[config.mk]
export PLATFORM = sky130hd
export DESIGN_NAME = spi_state_machine
export DESIGN_NICKNAME = d
export VERILOG_FILES = /design/src/rtl/spi_pkg.sv /design/src/rtl/spi_state_machine.sv
export SDC_FILE = /design/constraint.sdc
export NUM_CORES = 1
export LEC_CHECK = 0
export BUFFER_PORTS_ARGS = -buffer_cell sky130_fd_sc_hd__buf_2
export CAP_MARGIN = 0
export CORE_ASPECT_RATIO = 0.9
export CORE_MARGIN = 3
export CORE_UTILIZATION = 49
export DETAILED_ROUTE_END_ITERATION = 8
export PLACE_DENSITY = 0.84
export RECOVER_POWER = 50
export SLEW_MARGIN = 20
export SYNTH_ARGS = -nofsm -noshare
export SYNTH_HDL_FRONTEND = slang
export SYNTH_SLANG_ARGS = --single-unit
[constraint.sdc]
create_clock -name clk -period 2 [get_ports clk]
set_clock_uncertainty 0.2 [all_clocks]
set_input_delay 0.1 -clock clk [delete_from_list [all_inputs] [get_ports clk]]
set_output_delay 0.1 -clock clk [all_outputs]
set_load 0.01 [all_outputs]
[src/rtl/spi_pkg.sv]
// rtl/spi_pkg.sv - shared state encoding and default frame constants for the SPI serializer
package spi_pkg;

  typedef enum logic [1:0] {
    IDLE     = 2'd0,
    LOAD     = 2'd1,
    TRANSFER = 2'd2,
    DONE     = 2'd3
  } spi_state_t;

  localparam int DEFAULT_DATA_WIDTH = 24;
  localparam int DEFAULT_GAP_CYCLES = 2;

endpackage

[src/rtl/spi_state_machine.sv]
// rtl/spi_state_machine.sv - free-running SPI mode-0 frame serializer, MSB first
module spi_state_machine
  import spi_pkg::*;
#(
  parameter int DATA_WIDTH = DEFAULT_DATA_WIDTH,
  parameter int GAP_CYCLES = DEFAULT_GAP_CYCLES
) (
  input  logic                  clk,
  input  logic                  reset,
  input  logic [DATA_WIDTH-1:0] data_in,
  output logic                  spi_sclk,
  output logic                  spi_cs_l,
  output logic                  spi_data,
  output logic [5:0]            counter
);

  // Last sclk edge of a frame is the falling edge at count 2*DATA_WIDTH-1.
  localparam logic [5:0] LAST_EDGE = 6'(2 * DATA_WIDTH - 1);
  localparam int         GAP_W     = (GAP_CYCLES > 1) ? $clog2(GAP_CYCLES) : 1;
  localparam logic [GAP_W-1:0] GAP_LAST = GAP_W'(GAP_CYCLES - 1);

  spi_state_t            state, state_d;
  logic [DATA_WIDTH-1:0] shreg, shreg_d;
  logic [GAP_W-1:0]      gap_cnt, gap_d;
  logic                  sclk_d, cs_d, data_d;
  logic [5:0]            cnt_d;

  // Register every output and all internal state; reset aborts a frame at once.
  always_ff @(posedge clk or posedge reset) begin
    if (reset) begin
      state    <= IDLE;
      shreg    <= '0;
      gap_cnt  <= '0;
      spi_sclk <= 1'b0;
      spi_cs_l <= 1'b1;
      spi_data <= 1'b0;
      counter  <= '0;
    end else begin
      state    <= state_d;
      shreg    <= shreg_d;
      gap_cnt  <= gap_d;
      spi_sclk <= sclk_d;
      spi_cs_l <= cs_d;
      spi_data <= data_d;
      counter  <= cnt_d;
    end
  end

  // Next-state and next-output logic; data only changes on falling sclk transitions.
  always_comb begin
    state_d = state;
    shreg_d = shreg;
    gap_d   = gap_cnt;
    sclk_d  = spi_sclk;
    cs_d    = spi_cs_l;
    data_d  = spi_data;
    cnt_d   = counter;
    case (state)
      IDLE: begin
        state_d = LOAD;
      end
      LOAD: begin
        shreg_d = data_in;
        cs_d    = 1'b0;
        data_d  = data_in[DATA_WIDTH-1];
        sclk_d  = 1'b0;
        cnt_d   = '0;
        state_d = TRANSFER;
      end
      TRANSFER: begin
        if (counter == LAST_EDGE) begin
          sclk_d  = 1'b0;
          cs_d    = 1'b1;
          data_d  = 1'b0;
          cnt_d   = '0;
          gap_d   = '0;
          state_d = DONE;
        end else begin
          sclk_d = ~spi_sclk;
          cnt_d  = counter + 6'd1;
          if (spi_sclk) begin
            shreg_d = shreg << 1;
            data_d  = shreg[DATA_WIDTH-2];
          end
        end
      end
      DONE: begin
        if (gap_cnt == GAP_LAST) begin
          gap_d   = '0;
          state_d = LOAD;
        end else begin
          gap_d = gap_cnt + GAP_W'(1);
        end
      end
      default: begin
        state_d = IDLE;
      end
    endcase
  end

endmodule

After elaboration in Yosys (flattened, before gate mapping)

Cells that the tools add are included.

Flip-flop bits (word level): 35
Bits in latches: 0
RAM bits: 0
ROM bits: 0
Input bits: 26
Output and inout bits: 9
Word-level logic and storage cells: 45
Memories kept: 0

Add/subtract/negate cells: 2
Multiply operators: 0
Divide/modulo/power cells: 0
$lt $le $gt $ge: 0
Eq/ne operators: 9
Shift operators: 0
Multiplexer cells: 18
Bitwise gates (word level): 1
Reduce and logical (&&, ||, !) cells: 8

Operators by type and width:

| operator                                       | number |
|---|---|
| two-way mux 23 bit                             | 2 |
| one-hot mux 23 bit (2 select lines)            | 1 |
| one-hot mux 6 bit (2 select lines)             | 1 |
| inequality test 2 bit (second input constant)  | 4 |
| one-hot mux 1 bit (2 select lines)             | 4 |
| one-hot mux 2 bit (4 select lines)             | 1 |
| AND reduction 2 bit                            | 4 |
| adder 6 x 1 -> 6 bit (second input constant)   | 1 |
| == test 6 bit (second input constant)          | 1 |
| two-way mux 1 bit                              | 6 |
| two-way mux 6 bit                              | 1 |
| == test 2 bit (second input constant)          | 2 |
| two-way mux 2 bit                              | 2 |
| nonzero test 2 bit                             | 2 |
| inequality test 3 bit (second input constant)  | 1 |
| AND reduction 3 bit                            | 1 |
| == test 2 x 1 -> 1 bit (second input constant) | 1 |
| zero test 2 bit                                | 1 |
| adder 1 bit (second input constant)            | 1 |
| inverter 1 bit                                 | 1 |

Longest topological paths before layout

Gate-level depths: netlist of run 1.

Word-level depth: 3
Gate-level depth with buffers: 7
Gate-level depth less buffers: 6

Worst setup path before layout of run 1

Ideal clock, no wire load.

Kind: reg2reg
Start point: reg state[0]
End point: reg shreg[21]
Setup time: 0.126 ns
Data arrival time: 1.559 ns
Required time: 1.674 ns
Path slack: 0.115 ns
Stages on the path, launching flop included: 7
Path buffers: 1
Clock period less this slack: 1.885 ns
Cell sequence: dfrtp_1 > inv_1 > ha_1 > a21o_1 > a21o_1 > buf_6 > a221o_1

Longest elaborated chain between the ends: 3
Elaborated cells between the ends (all ways): 7
Those cells by class: 4 x eq/ne; 1 x mux; 2 x reduce/logical

Ends and longest elaborated chain:

| item                                                                                | line                    | source |
|---|---|---|
| start, declared                                                                     | spi_state_machine.sv:22 | `spi_state_t state, state_d;` |
| start signal, assigned                                                              | spi_state_machine.sv:39 | `state <= state_d;` |
| == test 2 bit / == test 2 x 1 -> 1 bit (equally long branches)                      | spi_state_machine.sv:58 | `case (state)` |
| inequality test 2 bit (no source line) / nonzero test 2 bit (equally long branches) | -                       |  |
| AND reduction 3 bit (no source line)                                                | -                       |  |
| end signal, assigned                                                                | spi_state_machine.sv:40 | `shreg <= shreg_d;` |
| end, declared                                                                       | spi_state_machine.sv:23 | `logic [DATA_WIDTH-1:0] shreg, shreg_d;` |

Parallel ways exist; a longest one is shown, timed or not.
A chain may end at the register's enable or synchronous reset.

Worst setup path in the final report of run 1

Start point: reg state[0]
End point: reg shreg[3]

The elaborated chain is that of the path after synthesis.

==> summary.txt, run 1 <==
Layout
  – Number of antenna diodes: 0
  – Layout cells sized above 1: 0.246
  – Multi-input gate area: 852 sq um
  – Filler Cell Count: 268
  – Post-route cell area: 0.00239 sq mm
  – Register Area: 877 sq um
  – Area grow syn2layout: 34.5%
  – Final std cells w/o fill: 280
  – Post-layout net count: 266

Clock tree
  – TritonCTS clock tree: done
  – CTS root buf: clkbuf_8
  – Clk sink count: 35
  – H-tree depth: 2
  – CTS max path bufs: 2
  – Insertion delay to the later sink of the worst-skew pair: 280 ps
  – Clk slew on worst S/H paths: 60 ps
  – CTS Buf Count: 5

Synth
  – Top-area cell type share of the netlist area: 0.479
  – Synth cell count leaders: 34 x dfrtp_1, 26 x nand3_1, 12 x a22oi_1, 12 x nand4_1
  – Mean Syn Cell Area: 10.4 sq um
  – Top post-synthesis cells by area: dfrtp_1 48%, nand3_1 7.3%, a221o_1 5.6%
  – Post-synth EDFFs: 0
  – Synth Register Bits: 35
  – Synth Net Count: 202
  – Synth cell types: 32
  – Ys flop type: dfrtp_1
  – Sequential element share of the synthesized area: 0.494
  – Proportion of synthesized flip-flops having asynchronous set or reset: 1.00
  – Area leader, netlist: dfrtp_1
  – Post-Synthesis Cell Area: 0.00178 sq mm
  – Count leader, synth: dfrtp_1
  – Post-Syn Instances: 171
  – Yosys warns: 0

STA
  – Hold Vio Cnt, Final: 0
  – Max Slew Vio Count: 0
  – Slew headroom: 0.428
  – Crit share post-route: 0.960
  – # setup viols final: 0
  – Setup TNS: 0 ps
  – Worst-margin pin slew: 859 ps
  – Setup ws final: 79.4 ps
  – Fmax: 521 MHz
  – Post-route minimum period: 1920 ps

Drt
  – Drt pass-1 iters: 4
  – Iter 0 DRT Violations: 81
  – WL final: 4.20 mm
  – # DRC: 0
  – WL per Instance: 15.0 um
  – Via count: 1576
  – Vias per cell: 5.63
  – Final antenna-violating net count: 0

Min path
  – Hold crit path type: reg2reg
  – Hold path depth: 2
  – Hold EP: spi_cs_l
  – Worst hold path startpoint: spi_cs_l

Floorplanning
  – DIE AREA: 0.00438 sq mm
  – Core footprint: 0.00343 sq mm
  – Initial Utilization: 0.518
  – Row count: 20
  – Ports: 35
  – Die W: 69.5 um
  – Die height: 63.1 um

GRT
  – First-pass GRT wire length: 7.02 mm
  – Grt ovf: 0
  – Vias in the first global route: 1566
  – Antenna violations before repair: 0
  – Largest net degree at the start of global routing: 36
  – All-layer global routing usage: 0.198

Placed design
  – Place WS: -132 ps
  – Routability Congestion: 0.791
  – Cells after DPL: 247
  – Placement Cell Area: 0.00202 sq mm
  – Port-buffer cells: 34
  – Post-DP HPWL: 2.62 mm

Critical path
  – CP Class: reg2reg
  – Reg-to-Reg Start: state[0]
  – CP required: 1960 ps
  – Reg2reg setup slack: 80 ps
  – Worst-case reg-to-reg path depth: 6
  – Worst setup EP type: register
  – WP data arrival: 1880 ps
  – Worst Setup Start Kind: register
  – RR Endpoint: shreg[3]
  – Crit-path max FO: 15

Pwr
  – VDD IR max: 0.339 mV
  – Power Density: 529 mW/mm^2
  – Leakage power: 1.16 nW

Flow run
  – Max-cap violations: 0

Status
  – Outcome: finished clean
[worst max path at each step]
stage	to	depth (start not counted)	from
final	shreg[3]	6	state[0]
after floorplan	shreg[21]	6	state[0]
after detailed placement	shreg[17]	6	state[0]
after CTS	shreg[3]	6	state[0]
after global placement	shreg[13]	6	state[0]
after global routing	shreg[4]	5	counter[0]
[sequential cells by signal, indices dropped and copies added (netlist names)]
name / count
state: 2
counter: 6
spi_cs_l: 1
spi_sclk: 1
gap_cnt: 1
shreg: 23
spi_data: 1
[repair_timing]
action	in CTS	in global routing
gates cloned	0	0
setup buffers	0	0
gates resized for setup	4	6
setup endpoints to repair	22	22
endpoints found under the hold margin	58	0
hold buffers	25	0
[logic make-up after synthesis]
| kind of cell | count (synthesis) | synth area share |
|---|---|---|
| adder cells (fa/ha/maj) | 5 | 0.0352 |
| AND/OR/NAND/NOR | 66 | 0.209 |
| XOR/XNOR | 2 | 0.00987 |
| buffers and inverters | 18 | 0.0486 |
| flip-flops | 35 | 0.494 |
| multiplexers | 6 | 0.0345 |
| AO/OA/AOI/OAI | 39 | 0.168 |
[layout make-up]
cell class | instances | area share
Tap cell | 44 | 0.0230
Inverter | 5 | 0.00786
Sequential cell | 35 | 0.367
Clock buffer | 7 | 0.0320
Timing Repair Buffer | 70 | 0.211
Multi-Input combinational cell | 118 | 0.357
Clock inverter | 1 | 0.00210
[report_power, final]
part / internal [mW] / total (mW) / switching [mW]
Combinational: 0.0504 / 0.0779 / 0.0275
Sequential: 0.709 / 0.710 / 0.000847
Clock: 0.244 / 0.475 / 0.231
[layout by cell type (no fill, tap or decap), types with 2 or more instances in the layout]
cell / netlist / final
nor2b_1: 2 / 2
a21o_4: 0 / 2
and2_1: 10 / 10
mux2i_1: 5 / 5
ha_1: 5 / 4
nand2_1: 2 / 2
dlygate4sd3_1: 0 / 25
buf_4: 0 / 8
buf_2: 3 / 31
a221o_1: 10 / 10
inv_1: 5 / 4
nor2_1: 5 / 4
nor3_1: 2 / 2
o21ai_0: 6 / 6
buf_6: 2 / 2
nand4_1: 12 / 12
a21o_1: 5 / 3
a22oi_1: 12 / 12
clkbuf_8: 0 / 5
a22o_1: 2 / 2
nand3_1: 26 / 26
a21oi_1: 3 / 3
nor2_4: 0 / 2
dfrtp_1: 34 / 34
clkbuf_1: 8 / 5
[per-stage QoR]
stage               utilization  total power, mW  hold WS (ps)
finish                    0.697             1.26           277
global route              0.697             1.33           304
CTS                       0.689             1.29           268
detailed placement        0.588            0.765          23.2
global placement          0.588            0.765          16.5
floorplan                     -            0.735          39.9
[layer usage]
layer | wire length (um) | GRT usage
met5 | 0 | 0
met4 | 67 | 0.0585
met2 | 2020 | 0.321
met1 | 1880 | 0.264
met3 | 225 | 0.0463
[critical path: stages, from the launching register on]
cell     delay [ps]
dfrtp_1         390
inv_2            90
ha_4            210
buf_6           150
a21o_4          210
a21o_4          230
a221o_1         310
Note: power is estimated with default switching activity, not from simulation.
==> run 2, diff against run 1 <==
--- a/config.mk
+++ b/config.mk
@@ -9,9 +9,9 @@
 export CAP_MARGIN = 0
 export CORE_ASPECT_RATIO = 0.9
 export CORE_MARGIN = 3
-export CORE_UTILIZATION = 49
+export CORE_UTILIZATION = 54
 export DETAILED_ROUTE_END_ITERATION = 8
-export PLACE_DENSITY = 0.84
+export PLACE_DENSITY = 0.87
 export RECOVER_POWER = 50
 export SLEW_MARGIN = 20
 export SYNTH_ARGS = -nofsm -noshare
==> constraint.sdc (replaced) <==
create_clock -name clk -period 2.13 [get_ports clk]
set_clock_uncertainty 0.2 [all_clocks]
set_input_delay 0.1065 -clock clk [delete_from_list [all_inputs] [get_ports clk]]
set_output_delay 0.1065 -clock clk [all_outputs]
set_load 0.01 [all_outputs]
==> run 2 against run 1 <==
Combinational power is 2% lower; worst hold slack better by 11 ps; sequential cell count stayed put; largest power group unchanged; design area is 2.6% lower; non-clock buffer count is 4 lower.
==> summary.txt, run 2 (synthesis gave the netlist of run 1 again) <==
STA
  – Hold_ws: 289 ps (+11.1 ps)
  – Fmax: 493 MHz (-5.4%)
  – Setup TNS: 0 ps (unchanged)
  – # setup viols final: 0 (unchanged)
  – Post-route minimum period: 2030 ps (+109 ps)
  – Slew headroom: 0.419 (-0.00840)
  – Max Slew Vio Count: 0 (unchanged)
  – Worst-margin pin slew: 871 ps (+12.6 ps)
  – RSZ-0062 raised after global routing: yes
  – Crit share post-route: 0.953 (-0.00747)
  – Hold Vio Cnt, Final: 0 (unchanged)

Critical path
  – CP required: 2160 ps (+200 ps)
  – CP Cell Sequence: inv_1 > ha_1 > buf_4 > a21o_1 > a21o_4 > a221o_1
  – Worst setup EP type: register
  – Worst Setup Start Kind: register
  – CP Class: reg2reg
  – CP max stage delay: 360 ps (-30 ps)
  – Crit-path max FO: 15 (unchanged)
  – Slowest-stage cell, CP: dfrtp_1
  – WP data arrival: 2060 ps (+180 ps)

Pwr
  – Power Density: 498 mW/mm^2 (-5.8%)
  – Overall Power: 1.16 mW (-8.3%)
  – VDD IR max: 0.315 mV (-6.8%)
  – Leakage power: 1.15 nW (-0.97%)

Drt
  – WL final: 4.59 mm (+9.2%)
  – Via count: 1628 (+3.3%)
  – Iter 0 DRT Violations: 120 (+48%)
  – # DRC: 0 (unchanged)
  – WL per Instance: 16.7 um (+12%)
  – Final antenna-violating net count: 0 (unchanged)
  – Drt pass-1 iters: 4 (unchanged)
  – Vias per cell: 5.94 (+5.6%)

Clock tree
  – CTS Buf Count: 5 (unchanged)
  – Clk sink count: 35 (unchanged)
  – Insertion delay to the later sink of the worst-skew pair: 340 ps (+60 ps)
  – H-tree depth: 2 (unchanged)
  – Setup bufs post-CTS: 0 (unchanged)
  – Clk slew on worst S/H paths: 100 ps (+40 ps)
  – TritonCTS clock tree: done
  – CTS max path bufs: 2 (unchanged)
  – CTS root buf: clkbuf_4

GRT
  – All-layer global routing usage: 0.243 (+0.0456)
  – Antenna violations before repair: 0 (unchanged)
  – Grt ovf: 0 (unchanged)
  – First-pass GRT wire length: 7.29 mm (+3.8%)
  – Vias in the first global route: 1515 (-3.3%)
  – Largest net degree at the start of global routing: 40 (+11%)

Status
  – Outcome: finished clean

Floorplanning
  – Row count: 19 (-5.0%)
  – Ports: 35 (unchanged)
  – Core footprint: 0.00309 sq mm (-9.9%)
  – DIE AREA: 0.00401 sq mm (-8.4%)
  – Die W: 66.4 um (-4.3%)
  – Initial Utilization: 0.574 (+0.0566)
  – Die height: 60.4 um (-4.3%)

Layout
  – Reg with most FFs: shreg
  – Largest regs: shreg: 23 flops, counter: 6 flops, state: 2 flops
  – Layout cells sized above 1: 0.241 (-0.00438)
  – Post-layout net count: 262 (-1.5%)
  – Most frequent cells in the layout: 34 x dfrtp_1, 34 x buf_2, 26 x nand3_1
  – Largest register FFs: 23 (unchanged)
  – Number of antenna diodes: 0 (unchanged)
  – Area grow syn2layout: 31.0%

Min path
  – Hold crit path type: reg2reg

Placed design
  – Routability Congestion: 0.744 (-5.9%)
  – Post-DP HPWL: 2.76 mm (+5.4%)
  – Port-buffer cells: 34 (unchanged)

Flow run
  – Max-cap violations: 0 (unchanged)
==> run 2: metrics by stage <==
stage          cells  utilization  setup slack [ps]  instance area [sq um]
2_1_floorplan    171            -               245                   1780
3_3_place_gp     241        0.646             -99.4                   2000
3_5_place_dp     241        0.647              -116                   2000
4_1_cts          274        0.751              47.6                   2320
5_1_grt          274        0.753             -4.06                   2330
6_report         274        0.753               100                   2330
==> run 2: layout make-up <==
cell class	count	area [sq um]
Sequential cell	35	877
Multi-Input combinational cell	118	826
Fill cell	212	764
Timing Repair Buffer	66	483
Clock buffer	8	68.8
Tap cell	42	52.6
Inverter	5	18.8
==> run 2: critical path: cells and delay by family, from the launching register on <==
kind                     cells  cell delay (ps)
AO/OA/AOI/OAI                3              780
flip-flops                   1              360
adder cells (fa/ha/maj)      1              320
buffers and inverters        2              250
==> run 2: timing repair <==
item | 4_1_cts | 5_1_grt
pin swaps | 0 | 0
gates cloned | 0 | 0
hold buffers | 25 | 0
setup endpoints to repair | 12 | 13
endpoints found under the hold margin | 59 | 0
gates resized for setup | 1 | 2
==> run 2: metal layers <==
metal | share of wire | GRT usage | wire length (um)
met1 | 0.42 | 0.310 | 1930
met2 | 0.51 | 0.412 | 2320
met3 | 0.051 | 0.0463 | 232
met4 | 0.022 | 0.104 | 102
met5 | 0 | 0 | 0
==> run 2: final timing paths <==
path / startpoint / to / slack, ps / depth (start not counted)
min in group asynchronous: reset / counter[5] / 360 / 4
hold / removal: spi_cs_l / spi_cs_l / 290 / 2
setup / recovery: state[0] / shreg[7] / 100 / 6
setup reg to reg: state[0] / shreg[7] / 100 / 6
max in group asynchronous: reset / shreg[22] / 820 / 4
hold reg to reg: spi_cs_l / spi_cs_l / 290 / 2
==> run 2: report_power, final <==
group          total [mW]  leakage, nW  switching [mW]  internal, mW
clock network       0.416       0.0386           0.222         0.194
registers           0.666        0.451        0.000729         0.665
logic              0.0760        0.659          0.0282        0.0478
total                1.16         1.15           0.251         0.907
==> run 3, diff against run 2 <==
--- a/config.mk
+++ b/config.mk
@@ -10,6 +10,7 @@
 export CORE_ASPECT_RATIO = 0.9
 export CORE_MARGIN = 3
 export CORE_UTILIZATION = 54
+export CTS_BUF_LIST = sky130_fd_sc_hd__clkbuf_16
 export DETAILED_ROUTE_END_ITERATION = 8
 export PLACE_DENSITY = 0.87
 export RECOVER_POWER = 50
==> run 3 against run 2 <==
Routed wire length rose by 4.6%; count of clock-buffer cells in the layout fell by 3; die area unchanged; core utilization up 2.5 points; worst hold slack worse by 7.1 ps; sequential cell count unchanged; global-route usage up 1.6 points; worst setup slack lost 5.0 ps; total power rose by 24%.
==> summary.txt, run 3 (synthesis gave the netlist of run 1 again) <==
Floorplanning
  – Initial Utilization: 0.574 (unchanged)
  – Core footprint: 0.00309 sq mm (unchanged)
  – Die height: 60.4 um (unchanged)
  – Row count: 19 (unchanged)
  – DIE AREA: 0.00401 sq mm (unchanged)
  – Ports: 35 (unchanged)
  – Die W: 66.4 um (unchanged)

Placed design
  – Post-DP HPWL: 2.76 mm (unchanged)
  – Cells after DPL: 241 (unchanged)
  – Place WS: -116 ps (unchanged)
  – Port-buffer cells: 34 (unchanged)
  – Routability Congestion: 0.744 (unchanged)

Pwr
  – Leakage power: 1.18 nW (+2.6%)
  – Sequential share of power: 0.466 (-0.109)
  – Net switching power: 0.298 mW (+19%)
  – Logic pwr share: 0.053 (-0.013)
  – Clock power share: 0.482 (+0.122)
  – Power Density: 596 mW/mm^2 (+20%)
  – Power Internal: 1.13 mW (+25%)
  – VDD IR max: 0.493 mV (+56%)
  – Switch share: 0.208 (-0.00867)
  – Overall Power: 1.43 mW (+24%)

Drt
  – Via count: 1675 (+2.9%)
  – WL per Instance: 17.5 um (+4.6%)
  – Final antenna-violating net count: 0 (unchanged)
  – Iter 0 DRT Violations: 116 (-3.3%)
  – WL final: 4.79 mm (+4.6%)
  – Drt pass-1 iters: 5 (+1)
  – # DRC: 0 (unchanged)
  – Vias per cell: 6.11 (+2.9%)

Layout
  – Number of antenna diodes: 0 (unchanged)
  – Reg with most FFs: shreg
  – Multi-input gate area: 838 sq um (+1.5%)
  – Largest regs: shreg: 23 flops, counter: 6 flops, state: 2 flops
  – Final std cells w/o fill: 274 (unchanged)
  – Largest register FFs: 23 (unchanged)
  – Post-layout net count: 262 (unchanged)
  – Filler Cell Count: 193 (-9.0%)
  – Register Area: 877 sq um (unchanged)
  – Layout cells sized above 1: 0.224 (-0.0172)
  – Most frequent cells in the layout: 34 x dfrtp_1, 32 x buf_2, 26 x nand3_1
  – Commonest non-fill, non-tap cell in the layout: dfrtp_1
  – Layout Utilization: 0.778 (+0.0251)
  – Area grow syn2layout: 35.4%

Critical path
  – Reg-to-Reg Start: state[0]
  – WP depth: 6 (unchanged)
  – Slowest-stage cell, CP: dfrtp_1
  – Crit-path max FO: 15 (unchanged)
  – Worst-case reg-to-reg path depth: 6 (unchanged)
  – Crit path max-delay family: compound AO/OA/AOI/OAI gates
  – Worst Setup Start Kind: register
  – CP required: 2090 ps (-70 ps)
  – CP Class: reg2reg
  – Crit path buf inv count: 2 (unchanged)
  – CP Cell Sequence: inv_1 > ha_1 > buf_4 > a21o_1 > a21o_4 > a221o_1
  – CP max stage delay: 340 ps (-20 ps)
  – Worst setup EP type: register
  – WP data arrival: 2000 ps (-60 ps)
  – Worst Setup SP: state[0]

GRT
  – First-pass GRT wire length: 7.71 mm (+5.8%)
  – Grt ovf: 0 (unchanged)
  – Largest net degree at the start of global routing: 40 (unchanged)
  – All-layer global routing usage: 0.260 (+0.0164)
  – Vias in the first global route: 1632 (+7.7%)
  – Antenna violations before repair: 0 (unchanged)

STA
  – RSZ-0062 raised after global routing: yes
  – Hold Vio Cnt, Final: 0 (unchanged)
  – Setup TNS: 0 ps (unchanged)
  – Crit share post-route: 0.955 (+0.00236)
  – Max Slew Vio Count: 0 (unchanged)
  – # setup viols final: 0 (unchanged)
  – Fmax: 492 MHz (-0.25%)
  – Slew headroom: 0.427 (+0.00760)
  – Setup ws final: 95.4 ps (-5.02 ps)
  – Post-route minimum period: 2030 ps (+5.02 ps)
  – Worst-margin pin slew: 860 ps (-11.4 ps)

Clock tree
  – Clk sink count: 35 (unchanged)
  – H-tree depth: 2 (unchanged)
  – CTS max path bufs: 2 (unchanged)
  – CTS root buf: clkbuf_16
  – Insertion delay to the later sink of the worst-skew pair: 280 ps (-60 ps)
  – CTS Buf Count: 5 (unchanged)
  – Setup bufs post-CTS: 0 (unchanged)
  – Clk slew on worst S/H paths: 60 ps (-40 ps)
  – TritonCTS clock tree: done

Status
  – Outcome: finished clean

Flow run
  – Max-cap violations: 0 (unchanged)

Min path
  – Hold path depth: 2 (unchanged)
  – Hold crit path type: reg2reg
  – Worst hold path startpoint: spi_cs_l
[run 3: cell count changes in the layout (fill, tap and decap cells not counted), moves of 2 or more]
cell	change
clkbuf_8	-2
clkinv_1	+2
clkbuf_16	+5
buf_2	-2
clkbuf_4	-5
[run 3: path summary, 6_finish.rpt]
kind | slack [ps] | to
setup reg to reg | 100 | shreg[7]
min in group asynchronous | 430 | counter[5]
hold / removal | 280 | spi_cs_l
setup / recovery | 100 | shreg[7]
hold reg to reg | 280 | spi_cs_l
max in group asynchronous | 760 | counter[0]
[run 3: power by group through the flow]
stage / clock network, mW / registers [mW] / logic (mW)
2_1_floorplan: 0 / 0.679 / 0.0107
3_3_place_gp: 0 / 0.678 / 0.0386
3_5_place_dp: 0 / 0.679 / 0.0402
4_1_cts: 0.689 / 0.667 / 0.0751
5_1_grt: 0.716 / 0.667 / 0.0827
6_report: 0.690 / 0.667 / 0.0758
[run 3: worst reg2reg max path: stages (launching register included)]
cell and delay [ps]:
dfrtp_1 340, inv_1 60, ha_1 340, buf_4 210, a21o_1 220, a21o_4 240
a221o_1 310
[run 3: cell type report]
type	count	share of cell area
repair buffers	66	0.200
well taps	42	0.0219
inverters	5	0.00781
flip-flops and latches	35	0.365
clock inverters	3	0.00469
clock buffers	5	0.0521
multi-input cells	118	0.349
[run 3: repair_timing]
action	in CTS	in global routing
cloned	0	0
gates resized for setup	1	4
endpoints found under the hold margin	58	0
setup endpoints to repair	12	13
hold buffers	25	0
[run 3: per-layer routing]
metal | global-route usage | wire [um]
met2 | 0.440 | 2430
met5 | 0 | 0
met4 | 0.142 | 121
met1 | 0.314 | 1940
met3 | 0.0537 | 308
[run 3: metrics by stage]
stage / hold WS, ps / area (sq um)
global route: 326 / 2400
finish: 281 / 2400
floorplan: 46.4 / 1780
CTS: 284 / 2390
detailed placement: 36.4 / 2000
global placement: 15.4 / 2000
